==> src/rtl/dm_bus_bridge_if.sv <==
// Signal bundle between the CPU memory stage, the dm_bus_bridge and the data bus.
// The slave modport is the bridge's view; master is the view of the core and bus model that surround it.
interface dm_bus_bridge_if;
  logic        req_valid;
  logic        req_we;
  logic [31:0] req_addr;
  logic [31:0] req_wdata;
  logic [2:0]  req_dmtype;
  logic        busy;
  logic        resp_valid;
  logic [31:0] resp_rdata;
  logic        misalign;
  logic        bus_req;
  logic        bus_we;
  logic [31:0] bus_addr;
  logic [3:0]  bus_be;
  logic [31:0] bus_wdata;
  logic [31:0] bus_rdata;
  logic        bus_ack;
  logic        timeout;

  modport slave (
    input  req_valid, req_we, req_addr, req_wdata, req_dmtype, bus_rdata, bus_ack,
    output busy, resp_valid, resp_rdata, misalign, bus_req, bus_we, bus_addr,
           bus_be, bus_wdata, timeout
  );

  modport master (
    output req_valid, req_we, req_addr, req_wdata, req_dmtype, bus_rdata, bus_ack,
    input  busy, resp_valid, resp_rdata, misalign, bus_req, bus_we, bus_addr,
           bus_be, bus_wdata, timeout
  );
endinterface

==> src/rtl/dm_bus_bridge.sv <==
// Memory-stage data access unit: turns core loads/stores into word-aligned bus transfers with byte
// enables and returns extended load data. Optional bus watchdog enabled by defining DM_TIMEOUT_EN.
module dm_bus_bridge #(
  parameter int unsigned TIMEOUT_CYCLES = 255,
  parameter int unsigned CNT_W          = 8
) (
  input  logic            clk,
  input  logic            rst,
  dm_bus_bridge_if.slave  io,
  output logic [1:0]      dbg_state_o
);

  typedef enum logic [1:0] {
    ST_IDLE = 2'd0,
    ST_BUS  = 2'd1,
    ST_RESP = 2'd2
  } state_t;

  localparam logic [2:0] DM_WORD  = 3'b000;
  localparam logic [2:0] DM_HALF  = 3'b001;
  localparam logic [2:0] DM_HALFU = 3'b010;
  localparam logic [2:0] DM_BYTE  = 3'b011;
  localparam logic [2:0] DM_BYTEU = 3'b100;

  if ((64'd1 << CNT_W) <= 64'(TIMEOUT_CYCLES)) begin : g_cnt_w_too_small
    $error("CNT_W is too narrow to count to TIMEOUT_CYCLES");
  end

  state_t      state_q, state_d;
  logic        we_q, we_d;
  logic [31:0] addr_q, addr_d;
  logic [2:0]  dmtype_q, dmtype_d;
  logic [3:0]  be_q, be_d;
  logic [31:0] wdata_q, wdata_d;
  logic        resp_valid_q, resp_valid_d;
  logic [31:0] rdata_q, rdata_d;
  logic        misalign_q, misalign_d;
  logic        aligned;
  logic [3:0]  req_be;
  logic [31:0] req_lanes;

  // Shift the addressed lanes down to bit 0, then extend according to the access type.
  function automatic logic [31:0] load_extend(input logic [31:0] raw, input logic [1:0] off,
                                              input logic [2:0] dmtype);
    logic [31:0] shifted;
    shifted = raw >> {off, 3'b000};
    case (dmtype)
      DM_HALF:  load_extend = {{16{shifted[15]}}, shifted[15:0]};
      DM_HALFU: load_extend = {16'h0000, shifted[15:0]};
      DM_BYTE:  load_extend = {{24{shifted[7]}}, shifted[7:0]};
      DM_BYTEU: load_extend = {24'h000000, shifted[7:0]};
      default:  load_extend = shifted;
    endcase
  endfunction

  always_comb begin
    aligned   = 1'b0;
    req_be    = 4'b0000;
    req_lanes = io.req_wdata;
    case (io.req_dmtype)
      DM_WORD: begin
        aligned = (io.req_addr[1:0] == 2'b00);
        req_be  = 4'b1111;
      end
      DM_HALF, DM_HALFU: begin
        aligned   = ~io.req_addr[0];
        req_be    = 4'b0011 << io.req_addr[1:0];
        req_lanes = {2{io.req_wdata[15:0]}};
      end
      DM_BYTE, DM_BYTEU: begin
        aligned   = 1'b1;
        req_be    = 4'b0001 << io.req_addr[1:0];
        req_lanes = {4{io.req_wdata[7:0]}};
      end
      default: aligned = 1'b0;
    endcase
  end

`ifdef DM_TIMEOUT_EN
  localparam logic [CNT_W-1:0] CNT_LAST = CNT_W'(TIMEOUT_CYCLES - 1);
  logic [CNT_W-1:0] cnt_q, cnt_d;
  logic             timeout_q, timeout_d;
`endif

  always_comb begin
    state_d      = state_q;
    we_d         = we_q;
    addr_d       = addr_q;
    dmtype_d     = dmtype_q;
    be_d         = be_q;
    wdata_d      = wdata_q;
    resp_valid_d = 1'b0;
    rdata_d      = 32'h0000_0000;
    misalign_d   = 1'b0;
`ifdef DM_TIMEOUT_EN
    cnt_d        = cnt_q;
    timeout_d    = 1'b0;
`endif
    case (state_q)
      ST_IDLE: begin
        if (io.req_valid) begin
          if (aligned) begin
            we_d     = io.req_we;
            addr_d   = {io.req_addr[31:2], 2'b00};
            dmtype_d = io.req_dmtype;
            be_d     = req_be;
            wdata_d  = req_lanes;
            state_d  = ST_BUS;
`ifdef DM_TIMEOUT_EN
            cnt_d    = '0;
`endif
          end else begin
            misalign_d   = 1'b1;
            resp_valid_d = 1'b1;
          end
        end
      end
      ST_BUS: begin
        if (io.bus_ack) begin
          state_d      = ST_RESP;
          resp_valid_d = 1'b1;
          rdata_d      = we_q ? 32'h0000_0000 : load_extend(io.bus_rdata, io.req_addr[1:0], dmtype_q);
`ifdef DM_TIMEOUT_EN
        end else if (cnt_q == CNT_LAST) begin
          state_d      = ST_RESP;
          resp_valid_d = 1'b1;
          rdata_d      = 32'hDEAD_BEEF;
          timeout_d    = 1'b1;
        end else begin
          cnt_d = cnt_q + 1'b1;
`endif
        end
      end
      ST_RESP: state_d = ST_IDLE;
      default: state_d = ST_IDLE;
    endcase
  end

  always_ff @(posedge clk) begin
    if (rst) begin
      state_q      <= ST_IDLE;
      we_q         <= 1'b0;
      addr_q       <= 32'h0000_0000;
      dmtype_q     <= 3'b000;
      be_q         <= 4'b0000;
      wdata_q      <= 32'h0000_0000;
      resp_valid_q <= 1'b0;
      rdata_q      <= 32'h0000_0000;
      misalign_q   <= 1'b0;
    end else begin
      state_q      <= state_d;
      we_q         <= we_d;
      addr_q       <= addr_d;
      dmtype_q     <= dmtype_d;
      be_q         <= be_d;
      wdata_q      <= wdata_d;
      resp_valid_q <= resp_valid_d;
      rdata_q      <= rdata_d;
      misalign_q   <= misalign_d;
    end
  end

`ifdef DM_TIMEOUT_EN
  always_ff @(posedge clk) begin
    if (rst) begin
      cnt_q     <= '0;
      timeout_q <= 1'b0;
    end else begin
      cnt_q     <= cnt_d;
      timeout_q <= timeout_d;
    end
  end
  assign io.timeout = timeout_q;
`else
  assign io.timeout = 1'b0;
`endif

  // Handshake: bus_req rises on entry to BUS and holds, with address/enables/data stable, until the
  // cycle bus_ack is seen; resp_valid is a single-cycle pulse the pipeline consumes as busy falls.
  assign io.busy       = ((state_q == ST_IDLE) && io.req_valid) || (state_q == ST_BUS);
  assign io.bus_req    = (state_q == ST_BUS);
  assign io.bus_we     = we_q;
  assign io.bus_addr   = addr_q;
  assign io.bus_be     = be_q;
  assign io.bus_wdata  = wdata_q;
  assign io.resp_valid = resp_valid_q;
  assign io.resp_rdata = rdata_q;
  assign io.misalign   = misalign_q;
  assign dbg_state_o   = state_q;

endmodule

==> src/flat_wrapper.sv <==
// flat-port wrapper written by rule: the top's interface ports become plain ports
module dm_bus_bridge_flat 
#(
  parameter int unsigned TIMEOUT_CYCLES = 255,
  parameter int unsigned CNT_W          = 8
)
  (clk, rst, dbg_state_o, io_req_valid, io_req_we, io_req_addr, io_req_wdata, io_req_dmtype, io_bus_rdata, io_bus_ack, io_busy, io_resp_valid, io_resp_rdata, io_misalign, io_bus_req, io_bus_we, io_bus_addr, io_bus_be, io_bus_wdata, io_timeout);
  dm_bus_bridge_if io_i ();
  input  logic clk;
  input  logic rst;
  output logic [1:0] dbg_state_o;
  input wire logic [$bits(io_i.req_valid)-1:0] io_req_valid;
  input wire logic [$bits(io_i.req_we)-1:0] io_req_we;
  input wire logic [$bits(io_i.req_addr)-1:0] io_req_addr;
  input wire logic [$bits(io_i.req_wdata)-1:0] io_req_wdata;
  input wire logic [$bits(io_i.req_dmtype)-1:0] io_req_dmtype;
  input wire logic [$bits(io_i.bus_rdata)-1:0] io_bus_rdata;
  input wire logic [$bits(io_i.bus_ack)-1:0] io_bus_ack;
  output wire logic [$bits(io_i.busy)-1:0] io_busy;
  output wire logic [$bits(io_i.resp_valid)-1:0] io_resp_valid;
  output wire logic [$bits(io_i.resp_rdata)-1:0] io_resp_rdata;
  output wire logic [$bits(io_i.misalign)-1:0] io_misalign;
  output wire logic [$bits(io_i.bus_req)-1:0] io_bus_req;
  output wire logic [$bits(io_i.bus_we)-1:0] io_bus_we;
  output wire logic [$bits(io_i.bus_addr)-1:0] io_bus_addr;
  output wire logic [$bits(io_i.bus_be)-1:0] io_bus_be;
  output wire logic [$bits(io_i.bus_wdata)-1:0] io_bus_wdata;
  output wire logic [$bits(io_i.timeout)-1:0] io_timeout;
  assign io_i.req_valid = io_req_valid;
  assign io_i.req_we = io_req_we;
  assign io_i.req_addr = io_req_addr;
  assign io_i.req_wdata = io_req_wdata;
  assign io_i.req_dmtype = io_req_dmtype;
  assign io_i.bus_rdata = io_bus_rdata;
  assign io_i.bus_ack = io_bus_ack;
  assign io_busy = io_i.busy;
  assign io_resp_valid = io_i.resp_valid;
  assign io_resp_rdata = io_i.resp_rdata;
  assign io_misalign = io_i.misalign;
  assign io_bus_req = io_i.bus_req;
  assign io_bus_we = io_i.bus_we;
  assign io_bus_addr = io_i.bus_addr;
  assign io_bus_be = io_i.bus_be;
  assign io_bus_wdata = io_i.bus_wdata;
  assign io_timeout = io_i.timeout;
  dm_bus_bridge #(.TIMEOUT_CYCLES(TIMEOUT_CYCLES), .CNT_W(CNT_W)) u_core (.clk(clk), .rst(rst), .io(io_i), .dbg_state_o(dbg_state_o));
endmodule
==> config.mk <==
export PLATFORM = sky130hd
export DESIGN_NAME = dm_bus_bridge_flat
export DESIGN_NICKNAME = d
export VERILOG_FILES = /design/src/rtl/dm_bus_bridge_if.sv /design/src/rtl/dm_bus_bridge.sv /design/src/flat_wrapper.sv
export SDC_FILE = /design/constraint.sdc
export NUM_CORES = 1
export LEC_CHECK = 0
export BUFFER_PORTS_ARGS = -buffer_cell sky130_fd_sc_hd__clkbuf_2
export CORE_ASPECT_RATIO = 1.1
export CORE_MARGIN = 5
export CORE_UTILIZATION = 48
export CTS_CLUSTER_DIAMETER = 200
export CTS_CLUSTER_SIZE = 16
export DETAILED_ROUTE_END_ITERATION = 10
export GPL_TIMING_DRIVEN = 1
export HOLD_SLACK_MARGIN = 0.08
export PLACE_DENSITY = 0.86
export SYNTH_ARGS = -nofsm -noshare
export SYNTH_HDL_FRONTEND = slang
export SYNTH_SLANG_ARGS = --single-unit
export TNS_END_PERCENT = 10
==> constraint.sdc <==
create_clock -name clk -period 2 [get_ports clk]
set_input_delay 0.1 -clock clk [delete_from_list [all_inputs] [get_ports clk]]
set_output_delay 0.1 -clock clk [all_outputs]
set_load 0.05 [all_outputs]
==> After elaboration in Yosys (flattened, before gate mapping) <==
Cells that the tools add are included.
{ "word_totals": {"regBits": 106, "elab_cells": 51, "out_inout_bits": 108, "input_bits": 104} }
{ "op_classes": {"mux": 12, "n_reduce_logical": 11, "n_shift": 3, "n_eq_ne": 12, "n_bitwise": 4} }
{ "ops": {"columns": ["op", "count"], "rows": [
  ["32-bit one-hot mux with 4 select lines", 1],
  ["32-bit one-hot mux with 2 select lines", 1],
  ["32-bit by 5-bit >> shifter with 32-bit output", 1],
  ["3-bit by 2-bit equality test with 1-bit output, second input constant", 4],
  ["4-bit one-hot mux with 3 select lines", 1],
  ["3-bit by 1-bit equality test with 1-bit output, second input constant", 2],
  ["3-bit equality test, second input constant", 2],
  ["2-bit 2-to-1 mux", 3],
  ["3-bit AND reduction", 2],
  ["2-bit OR reduction", 3],
  ["2-bit zero test", 2],
  ["2-bit != test, second input constant", 2],
  ["1-bit NOT", 4],
  ["2-bit one-hot mux with 2 select lines", 1],
  ["4-bit OR reduction", 1],
  ["1-bit by 2-bit << shifter with 4-bit output, first input constant", 1],
  ["2-bit by 2-bit << shifter with 4-bit output, first input constant", 1],
  ["3-bit zero test", 1],
  ["1-bit 2-to-1 mux", 3],
  ["1-bit one-hot mux with 3 select lines", 1],
  ["2-bit by 1-bit equality test with 1-bit output, second input constant", 1],
  ["2-bit by 1-bit != test with 1-bit output, second input constant", 1],
  ["1-bit one-hot mux with 2 select lines", 1],
  ["1-bit logical AND", 1],
  ["1-bit logical OR", 1]
]} }

==> Logic depth before layout (Yosys ltp) <==
Gate-level depths: netlist of run 1.
{ "depth": {"ltp_word": 6, "mapped_depth": 7} }

==> Worst setup path after synthesis of run 1 <==
OpenSTA, ideal clock, no wires.
{ "synth_path": {"path_kind": "register -> output", "startpoint": "reg u_core.state_q[0], in the netlist u_core.dbg_state_o[0]", "endpoint": "out io_busy", "arrival_ns": 2.008, "stages_incl_launch_ff": 3, "required_time_ns": 1.900, "path_slack_ns": -0.108, "cell_sequence": "dfxtp_1 nor2b_1 nand2b_1"} }
{ "synth_rtl": {"columns": ["item", "line", "source"], "rows": [
  ["from (decl)", "dm_bus_bridge.sv:29", "state_t state_q, state_d;"],
  ["from (signal assigned)", "dm_bus_bridge.sv:151", "state_q <= state_d;"],
  ["2-bit by 1-bit equality test with 1-bit output", null, null],
  ["named net io_bus_req", "flat_wrapper.sv:23", "output wire logic [$bits(io_i.bus_req)-1:0] io_bus_req;"],
  ["1-bit logical OR", "dm_bus_bridge.sv:180", "assign io.busy = ((state_q == ST_IDLE) && io.req_valid) || (state_q == ST_BUS);"],
  ["to (decl)", "flat_wrapper.sv:19", "output wire logic [$bits(io_i.busy)-1:0] io_busy;"]
]} }
The timed path passes the listed nets, and every way through them passes these cells.

==> Final worst setup path of run 1 <==
{ "layout_path": {"startpoint": "reg u_core.state_q[1], in the netlist u_core.dbg_state_o[1]", "endpoint": "reg u_core.wdata_q[25], in the netlist u_core.io.bus_wdata[25]"} }
{ "layout_between": {"elab_chain_cells": 2} }
{ "layout_lines": {"columns": ["item", "line", "source"], "rows": [
  ["2-bit zero test", "dm_bus_bridge.sv:99", "case (state_q)"],
  ["3-bit AND reduction (no source line)", null, null],
  ["to (signal assigned)", "dm_bus_bridge.sv:156", "wdata_q <= wdata_d;"],
  ["to (decl)", "dm_bus_bridge.sv:34", "logic [31:0] wdata_q, wdata_d;"]
]} }
Every way passes these cells.
A chain may end at the register's enable or synchronous reset.

==> summary.txt, run 1 <==
Status
  – Status: finished clean

Final layout
  – Final net count: approximately 890
  – Fin cells: a little over 900
  – Final std cell area, no fill: just under 0.007 sq mm
  – Area growth, synth to finish: 37.85%
  – Share of layout cells above drive strength 1: 0.3499
  – Most frequent cells in the layout: 208 x clkbuf_2, 106 x dfxtp_1, 57 x a21oi_1
  – Diodes inserted: 0
  – Most common cell after layout, fill and taps aside: clkbuf_2

Critical path
  – Buf+Inv Stages, Crit Path: 1
  – FF-to-FF path depth: 5
  – Crit path DAT: 2100 ps
  – CP Class: reg2reg
  – Slowest stage cell, crit path: dfxtp_1
  – Critical Path Max Stage Delay: 340 ps
  – CP Cell Sequence: nor2_1, and2_2, buf_4, nand4_1, o21ai_0
  – Critical Path Fanout Max: 21
  – Worst Path Required: approximately 2200 ps
  – Worst reg2reg startpoint: u_core.dbg_state_o[1]
  – Startpoint Class: register
  – CP endpoint: u_core.io.bus_wdata[25]
  – Critical path endpoint category: register
  – Beginning of the critical path: u_core.dbg_state_o[1]
  – R2R Setup Slk: 130 ps
  – CP Depth: 5
  – Critical path's top delay family: simple AND/OR/NAND/NOR gates
  – R2R Path End: u_core.io.bus_wdata[25]

Power
  – Pwr per Cell Area: ~760 mW/mm^2
  – Leak Pwr: between 2 and 3 nW
  – VDD IR max: 0.4141 mV

Yosys
  – Synth area leaders: dfxtp_1 43%, o31ai_1 7.5%, a21oi_1 5.7%
  – Sequential fraction of the synthesis area: 0.4259
  – Post-Synthesis Cells: 557
  – Post-synth EDFFs: 0
  – Total number of yosys warnings: 0
  – Ys async rst share: 0
  – Syn Area/Cell: around 9 sq um
  – Synth cell types: 46
  – Post-synth top area share: 0.4259
  – Post-Syn Area: around 0.005 sq mm
  – Yosys reg bits: about 110
  – Ys flop type: dfxtp_1
  – Synth area leader: dfxtp_1

Timing
  – Fin. Hold Viols: 0
  – Minimum clock period: between 1500 and 2000 ps
  – Setup TNS: 0 ps
  – RSZ-0062 raised after global routing: false
  – Period utilisation layout: 0.9339
  – Max frequency: roughly 0.54 GHz
  – Worst slew pin tran: roughly 810 ps
  – Final Worst Setup Slack: about 130 ps
  – Final setup viols: 0
  – Final Skew: approximately 6.3 ps
  – Worst Hold Slack: ~91 ps
  – Slew margin rel.: 0.4604
  – Final Max Slew Viols: 0

Global routing
  – Largest net degree at the start of global routing: 66
  – GRT Resource Usage Total: 0.2748
  – Vias in the first global route: roughly 5500
  – Antenna violations before repair: 0
  – First-pass GRT wire length: around 28000 um
  – GRT Residual Overflow: 0

CTS
  – Clk_lat worst skew: ~330 ps
  – H-Tree Depth: 3
  – Clock Tree Buf Depth: 2
  – Clk sinks: around 110
  – TritonCTS clock tree: done
  – CTS buffer count: 9
  – CTS root buf: clkbuf_16
  – Post-CTS Setup Repair Bufs: 0
  – Clk slew on worst S/H paths: roughly 70 ps

Die
  – Chip Width: 107.1 um
  – I/O Pins: approximately 210
  – Die area: 0.01252 sq mm
  – Die height: roughly 120 um
  – Core Region: 0.01030 sq mm
  – Initial core utilization: 0.4839
  – Cell row count: 39

Routing
  – Met3 Routed Length: 1411 um
  – Metal2 WL: 8961 um
  – Via count: around 5600
  – Top routing layer in use: met4
  – Wire per inst: 19.07 um
  – Final WL: between 15000 and 20000 um
  – Final routed DRC violation total: 0
  – Drt pass-1 iters: 5
  – Final antenna-violating net count: 0
  – Wl on met1: around 6500 um
  – Initial DRC Count: 445
  – Vias per cell: between 6 and 7

Place
  – Post-DP Area: roughly 0.006 sq mm
  – Placement Setup Slack: between 150 and 200 ps
  – Port bufs: ~210
  – Placed Cells: just under 900
  – Hpwl dp: between 10000 and 15000 um
  – GP Congestion: about 0.94

Worst hold path
  – Hold crit path type: in2reg
  – Worst hold start: io_req_wdata[16]

Job
  – Max_cap viols: 0
==> cell families after synthesis <==
family                 count (synthesis)  synth area share
AND/OR/NAND/NOR                      139            0.1544
XOR/XNOR                               2          0.003516
AO/OA/AOI/OAI                        205            0.2795
buffers and inverters                 70           0.06354
flip-flops                           106            0.4259
multiplexers                          34           0.07233
other                                  1         0.0007527
==> metal layers <==
layer  vias to the layer above  GRT usage
li1                       2557          -
met1                      2623     0.3063
met2                       349     0.4985
met3                        85    0.05376
met4                         0     0.1424
met5                         -          0
==> cell usage after synthesis (all sizes together) (10+ instances only) <==
library cell and instances:
a21oi 67, o31ai 50, a211oi 24, nor2b 18, clkbuf 42, mux2 10
nand4 41, mux2i 24, buf 26, a31oi 11, o21ai 17, o221ai 16
nand2 35, or3 11, dfxtp 106
==> timing repair <==
action | in CTS | in global routing
gates resized for setup | 0 | 0
endpoints found under the setup margin | 0 | 0
hold buffers | 48 | 0
hold endpoints to repair | 48 | 0
==> report_power, final <==
group / internal [W] / total, W / switching, W / leakage (nW)
clock: 0.000848 / 0.00163 / 0.000784 / 0.123
combinational: 0.000430 / 0.00134 / 0.000905 / 2.01
sequential: 0.00221 / 0.00228 / 0.0000697 / 0.863
==> through the flow <==
stage          power, W    util
2_1_floorplan  0.003182       -
5_1_grt        0.005447  0.6670
4_1_cts        0.005240  0.6670
3_5_place_dp   0.003563  0.5946
3_3_place_gp   0.003530  0.5946
6_report       0.005248  0.6670
==> worst reg2reg max path, stage by stage (launching register included) <==
cell and delay [ps]:
dfxtp_1 340, nor2_1 200, and2_2 300, buf_4 300
nand4_1 300, o21ai_0 330
==> layout make-up <==
type | instances | area, sq um
fill | 819 | 3428
multi-input combinational | 383 | 2575
sequential | 106 | 2122
timing repair buffer | 279 | 1719
clock buffer | 12 | 236.5
tap | 143 | 178.9
clock inverter | 4 | 28.78
inverter | 2 | 7.507
==> registers in the layout (all words and copies together) (netlist names) <==
name	flops
u_core.io.misalign	1
u_core.io.bus_we	1
u_core.dmtype_q	3
u_core.io.resp_rdata	32
u_core.io.bus_wdata	32
u_core.io.resp_valid	1
u_core.dbg_state_o	2
u_core.io.bus_addr	30
u_core.io.bus_be	4
==> worst min path at each step <==
stage	to	slack (ps)	cells past startpoint
finish	u_core.io.bus_wdata[16]	90	3
global route	u_core.io.bus_wdata[28]	120	3
CTS	u_core.io.bus_wdata[16]	80	3
detailed placement	u_core.io.bus_addr[2]	350	3
global placement	u_core.io.bus_addr[7]	340	3
floorplan	u_core.io.resp_rdata[24]	240	2
Power figures use the tool's default switching activity.
==> run 2: changes to the inputs <==
- PLACE_DENSITY: 0.86 -> 0.91
==> summary.txt, run 2 (synthesis results as in run 1) <==
Status
  – Status: finished clean

Place
  – Hpwl dp: approximately 12000 um
  – GP Congestion: roughly 0.90
  – Placement Setup Slack: approximately 210 ps
  – Port bufs: roughly 210

Timing
  – Final setup viols: 0
  – Minimum clock period: around 1800 ps
  – Fin. Hold Viols: 0
  – Final Skew: a little under 9 ps
  – RSZ-0062 raised after global routing: false
  – Slew margin rel.: 0.4379
  – Final Max Slew Viols: 0
  – Max frequency: around 0.56 GHz
  – Period utilisation layout: 0.8901
  – Final Worst Setup Slack: 219.8 ps
  – Setup TNS: 0 ps
  – Worst slew pin tran: approximately 840 ps

Worst hold path
  – Hold crit path type: in2reg

Final layout
  – Area growth, synth to finish: 38.75%
  – Most common cell after layout, fill and taps aside: clkbuf_2
  – Most frequent cells in the layout: 208 x clkbuf_2, 106 x dfxtp_1, 57 x a21oi_1
  – Fillcell total: around 830
  – Final net count: 889
  – Share of layout cells above drive strength 1: 0.3544

CTS
  – H-Tree Depth: 3
  – CTS root buf: clkbuf_16
  – Clk sinks: between 100 and 150
  – Clock Tree Buf Depth: 2
  – Clk_lat worst skew: 340 ps
  – TritonCTS clock tree: done
  – CTS buffer count: 9
  – Clk slew on worst S/H paths: around 70 ps

Die
  – Initial core utilization: 0.4839
  – I/O Pins: about 210
  – Die height: approximately 120 um
  – Die area: approximately 0.013 sq mm
  – Chip Width: 107.1 um
  – Core Region: 0.01030 sq mm
  – Cell row count: 39

Global routing
  – First-pass GRT wire length: 27210 um
  – GRT Resource Usage Total: 0.2700
  – Antenna violations before repair: 0
  – Vias in the first global route: between 5000 and 6000
  – Largest net degree at the start of global routing: 54
  – GRT Residual Overflow: 0

Power
  – VDD IR max: ~0.47 mV
  – Pwr per Cell Area: between 700 and 800 mW/mm^2
  – Leak Pwr: just over 3 nW

Critical path
  – Critical Path Fanout Max: 30
  – R2R Setup Slk: ~340 ps
  – Startpoint Class: register
  – Crit path DAT: roughly 1700 ps
  – Worst Path Required: approximately 1900 ps
  – Critical path endpoint category: output port
  – CP Class: reg2out

Routing
  – Final antenna-violating net count: 0
  – Final WL: around 17000 um
  – Initial DRC Count: approximately 530
  – Via count: 5517
  – Vias per cell: just under 6
  – Wire per inst: 18.62 um
  – Final routed DRC violation total: 0
  – Drt pass-1 iters: 5

Job
  – Max_cap viols: 0
-- run 2: changes by cell type in the layout (fill, tap and decap cells not counted) --
| cell | before | now |
|---|---|---|
| buf_12 | 2 | 1 |
| buf_4 | 21 | 25 |
| clkbuf_1 | 3 | 1 |
| clkbuf_8 | 0 | 2 |
| clkinv_2 | 1 | 2 |
| clkinvlp_4 | 2 | 1 |
| diode_2 | 0 | 3 |
| dlygate4sd3_1 | 48 | 49 |
-- run 2: path summary, 6_finish.rpt --
check / start / end / cells past startpoint
max: u_core.dbg_state_o[1] / io_busy / 5
min: io_req_wdata[21] / u_core.io.bus_wdata[21] / 3
max reg2reg: u_core.dmtype_q[1] / u_core.io.resp_rdata[19] / 5
min reg2reg: u_core.io.bus_wdata[8] / u_core.io.bus_wdata[8] / 2
-- run 2: stage by stage --
stage                     utilization  hold WS (ps)  cell area (sq um)  cells  power [W]
after floorplan                     -         240.5               4992    559   0.003182
final                          0.6714         93.50               6913    936   0.005309
after global routing           0.6707         89.89               6905    933   0.005523
after CTS                      0.6707         81.18               6905    933   0.005312
after detailed placement       0.5956         346.5               6132    868   0.003564
after global placement         0.5956         338.7               6132    868   0.003546
-- run 2: repair_timing --
item,CTS,global route
buffers inserted,0,0
endpoints found under the hold margin,51,0
gates resized for setup,0,0
hold buffers,49,0
-- run 2: critical path: stages (launching register included) --
cell and delay, ps:
dfxtp_1 340, nor2_1 220, nand2_2 120, buf_4 250, nand2b_1 110, clkbuf_2 290
-- run 2: cell type report --
class | count | area [sq um] | share of cell area
timing repair buffer | 283 | 1739 | 0.2516
antenna | 3 | 7.507 | 0.001086
inverter | 2 | 7.507 | 0.001086
multi-input combinational | 383 | 2575 | 0.3725
clock buffer | 12 | 256.5 | 0.03710
clock inverter | 4 | 26.28 | 0.003801
tap | 143 | 178.9 | 0.02588
sequential | 106 | 2122 | 0.3070
-- run 2: metal layers --
layer,vias up,GRT usage,part of all wire
met5,-,0,0
met4,0,0.1253,0.036
met3,55,0.06583,0.086
met2,305,0.4731,0.50
met1,2586,0.3121,0.38
li1,2571,-,-
-- run 2: power by group --
group,total (W),leakage [nW],internal (W),switching (W)
logic,0.00134,2.03,0.000436,0.000905
clock network,0.00169,0.139,0.000912,0.000781
registers,0.00227,0.863,0.00221,0.0000637
==> run 3: changes to the inputs <==
- clock period: 2 -> 1.99 ns (I/O delays scaled with it)
==> summary.txt, run 3 (synthesis results as in run 1) <==
Critical path
  – Crit path DAT: ~1600 ps
  – Worst reg2reg startpoint: u_core.dmtype_q[1]
  – CP Class: reg2out
  – FF-to-FF path depth: 5
  – Critical path endpoint category: output port
  – Worst Path Required: 1890 ps
  – R2R Setup Slk: slightly above 300 ps
  – Critical Path Fanout Max: 30
  – Startpoint Class: register
  – R2R Path End: u_core.io.resp_rdata[28]

Global routing
  – Largest net degree at the start of global routing: 54
  – Vias in the first global route: between 5000 and 6000
  – GRT Residual Overflow: 0
  – GRT Resource Usage Total: 0.2751
  – Antenna violations before repair: 0
  – First-pass GRT wire length: ~28000 um

CTS
  – CTS buffer count: 9
  – Clk slew on worst S/H paths: ~70 ps
  – TritonCTS clock tree: done
  – H-Tree Depth: 3
  – Clk_lat worst skew: 350 ps
  – CTS root buf: clkbuf_16
  – Hold buffer count at cts: 50
  – Clock Tree Buf Depth: 2
  – Post-CTS Setup Repair Bufs: 0
  – Post-CTS Resized: 0
  – Clk sinks: between 100 and 150

Final layout
  – Register area: roughly 0.0021 sq mm
  – Diodes inserted: 0
  – Area of the multi-input gates: between 0.002 and 0.003 sq mm
  – Final std cell area, no fill: 0.006998 sq mm
  – Fillcell total: between 800 and 900
  – Most frequent cells in the layout: 208 x clkbuf_2, 106 x dfxtp_1, 57 x a21oi_1
  – Area growth, synth to finish: 40.46%
  – Most common cell after layout, fill and taps aside: clkbuf_2
  – Final net count: approximately 900
  – Share of layout cells above drive strength 1: 0.3560

Timing
  – Final setup viols: 0
  – RSZ-0062 raised after global routing: false
  – Slew margin rel.: 0.4611
  – Minimum clock period: 1734 ps
  – Max frequency: a little under 0.6 GHz
  – Period utilisation layout: 0.8712
  – Setup TNS: 0 ps
  – Final Skew: between 6 and 7 ps
  – Fin. Hold Viols: 0
  – Final Max Slew Viols: 0
  – Worst slew pin tran: ~810 ps

Die
  – Die height: 116.9 um
  – Initial core utilization: 0.4839
  – I/O Pins: between 200 and 250
  – Chip Width: approximately 110 um
  – Cell row count: 39
  – Core Region: 0.01030 sq mm
  – Die area: approximately 0.013 sq mm

Status
  – Status: finished clean

Power
  – Leak Pwr: ~3.1 nW
  – VDD IR max: between 0.4 and 0.5 mV
  – Pwr per Cell Area: 807.3 mW/mm^2

Worst hold path
  – Hold crit path type: in2reg
  – Hold Path End: u_core.io.bus_wdata[21]
  – Worst Hold Depth: 3
  – Worst hold start: io_req_wdata[21]

Routing
  – Final antenna-violating net count: 0
  – Wire per inst: about 19 um
  – Via count: ~5500
  – Final WL: 17700 um
  – Initial DRC Count: about 530
  – Vias per cell: about 6
  – Drt pass-1 iters: 5
  – Final routed DRC violation total: 0

Place
  – Hpwl dp: roughly 12000 um
  – Post-DP Area: between 0.006 and 0.007 sq mm
  – Port bufs: around 210
  – GP Congestion: 0.8942

Job
  – Max_cap viols: 0
==> run 3: changes by cell type in the layout (fill, tap and decap cells not counted), moves of 2 or more <==
| cell | before | now |
|---|---|---|
| clkbuf_8 | 2 | 0 |
| diode_2 | 3 | 0 |
| buf_4 | 25 | 29 |
| bufinv_16 | 0 | 3 |
==> run 3: worst max path at each step <==
stage / startpoint / end
2_1_floorplan: u_core.dbg_state_o[1] / u_core.io.resp_rdata[7]
3_3_place_gp: io_req_dmtype[0] / u_core.io.bus_wdata[23]
3_5_place_dp: io_req_dmtype[0] / u_core.io.bus_wdata[16]
4_1_cts: u_core.dbg_state_o[1] / io_busy
5_1_grt: u_core.dbg_state_o[1] / io_busy
6_report: u_core.dbg_state_o[1] / io_busy
==> run 3: final cells by class <==
type                    instances  share of cell area
clock buffers                  11             0.03326
multi-input cells             383              0.3680
well taps                     143             0.02557
flip-flops and latches        106              0.3032
inverters                       2            0.001073
repair buffers                288              0.2542
clock inverters                 5             0.01466
==> run 3: power breakdown <==
part | leakage, nW | total, W | switching, W | internal (W)
combinational | 2.05 | 0.00136 | 0.000915 | 0.000444
sequential | 0.863 | 0.00229 | 0.0000629 | 0.00222
clock | 0.160 | 0.00200 | 0.000775 | 0.00123
total | 3.07 | 0.00565 | 0.00175 | 0.00390
==> run 3: stage by stage <==
stage	instances	power, W	hold WS (ps)	setup slack, ps	util
final	938	0.005649	91.82	256.4	0.6797
after global routing	938	0.005868	94.31	141.0	0.6797
after CTS	938	0.005669	82.98	251.9	0.6797
after detailed placement	872	0.003587	347.8	219.0	0.5985
after global placement	872	0.003570	337.7	269.9	0.5985
after floorplan	559	0.003198	240.0	142.9	-
==> run 3: worst max-delay path, stage by stage, from the launching register on <==
cell and delay (ps):
dfxtp_1 340, nor2_1 210, nand2_2 100, buf_4 240
nand2b_1 110, clkbuf_2 280
==> run 3: layer usage <==
metal / vias to the layer above / part of all wire / wire length (um) / global-route usage
met2: 309 / 0.50 / 8828 / 0.4977
met5: - / 0 / 0 / 0
met3: 68 / 0.084 / 1493 / 0.07515
met4: 0 / 0.043 / 756 / 0.1168
li1: 2580 / - / - / -
met1: 2549 / 0.37 / 6624 / 0.3046
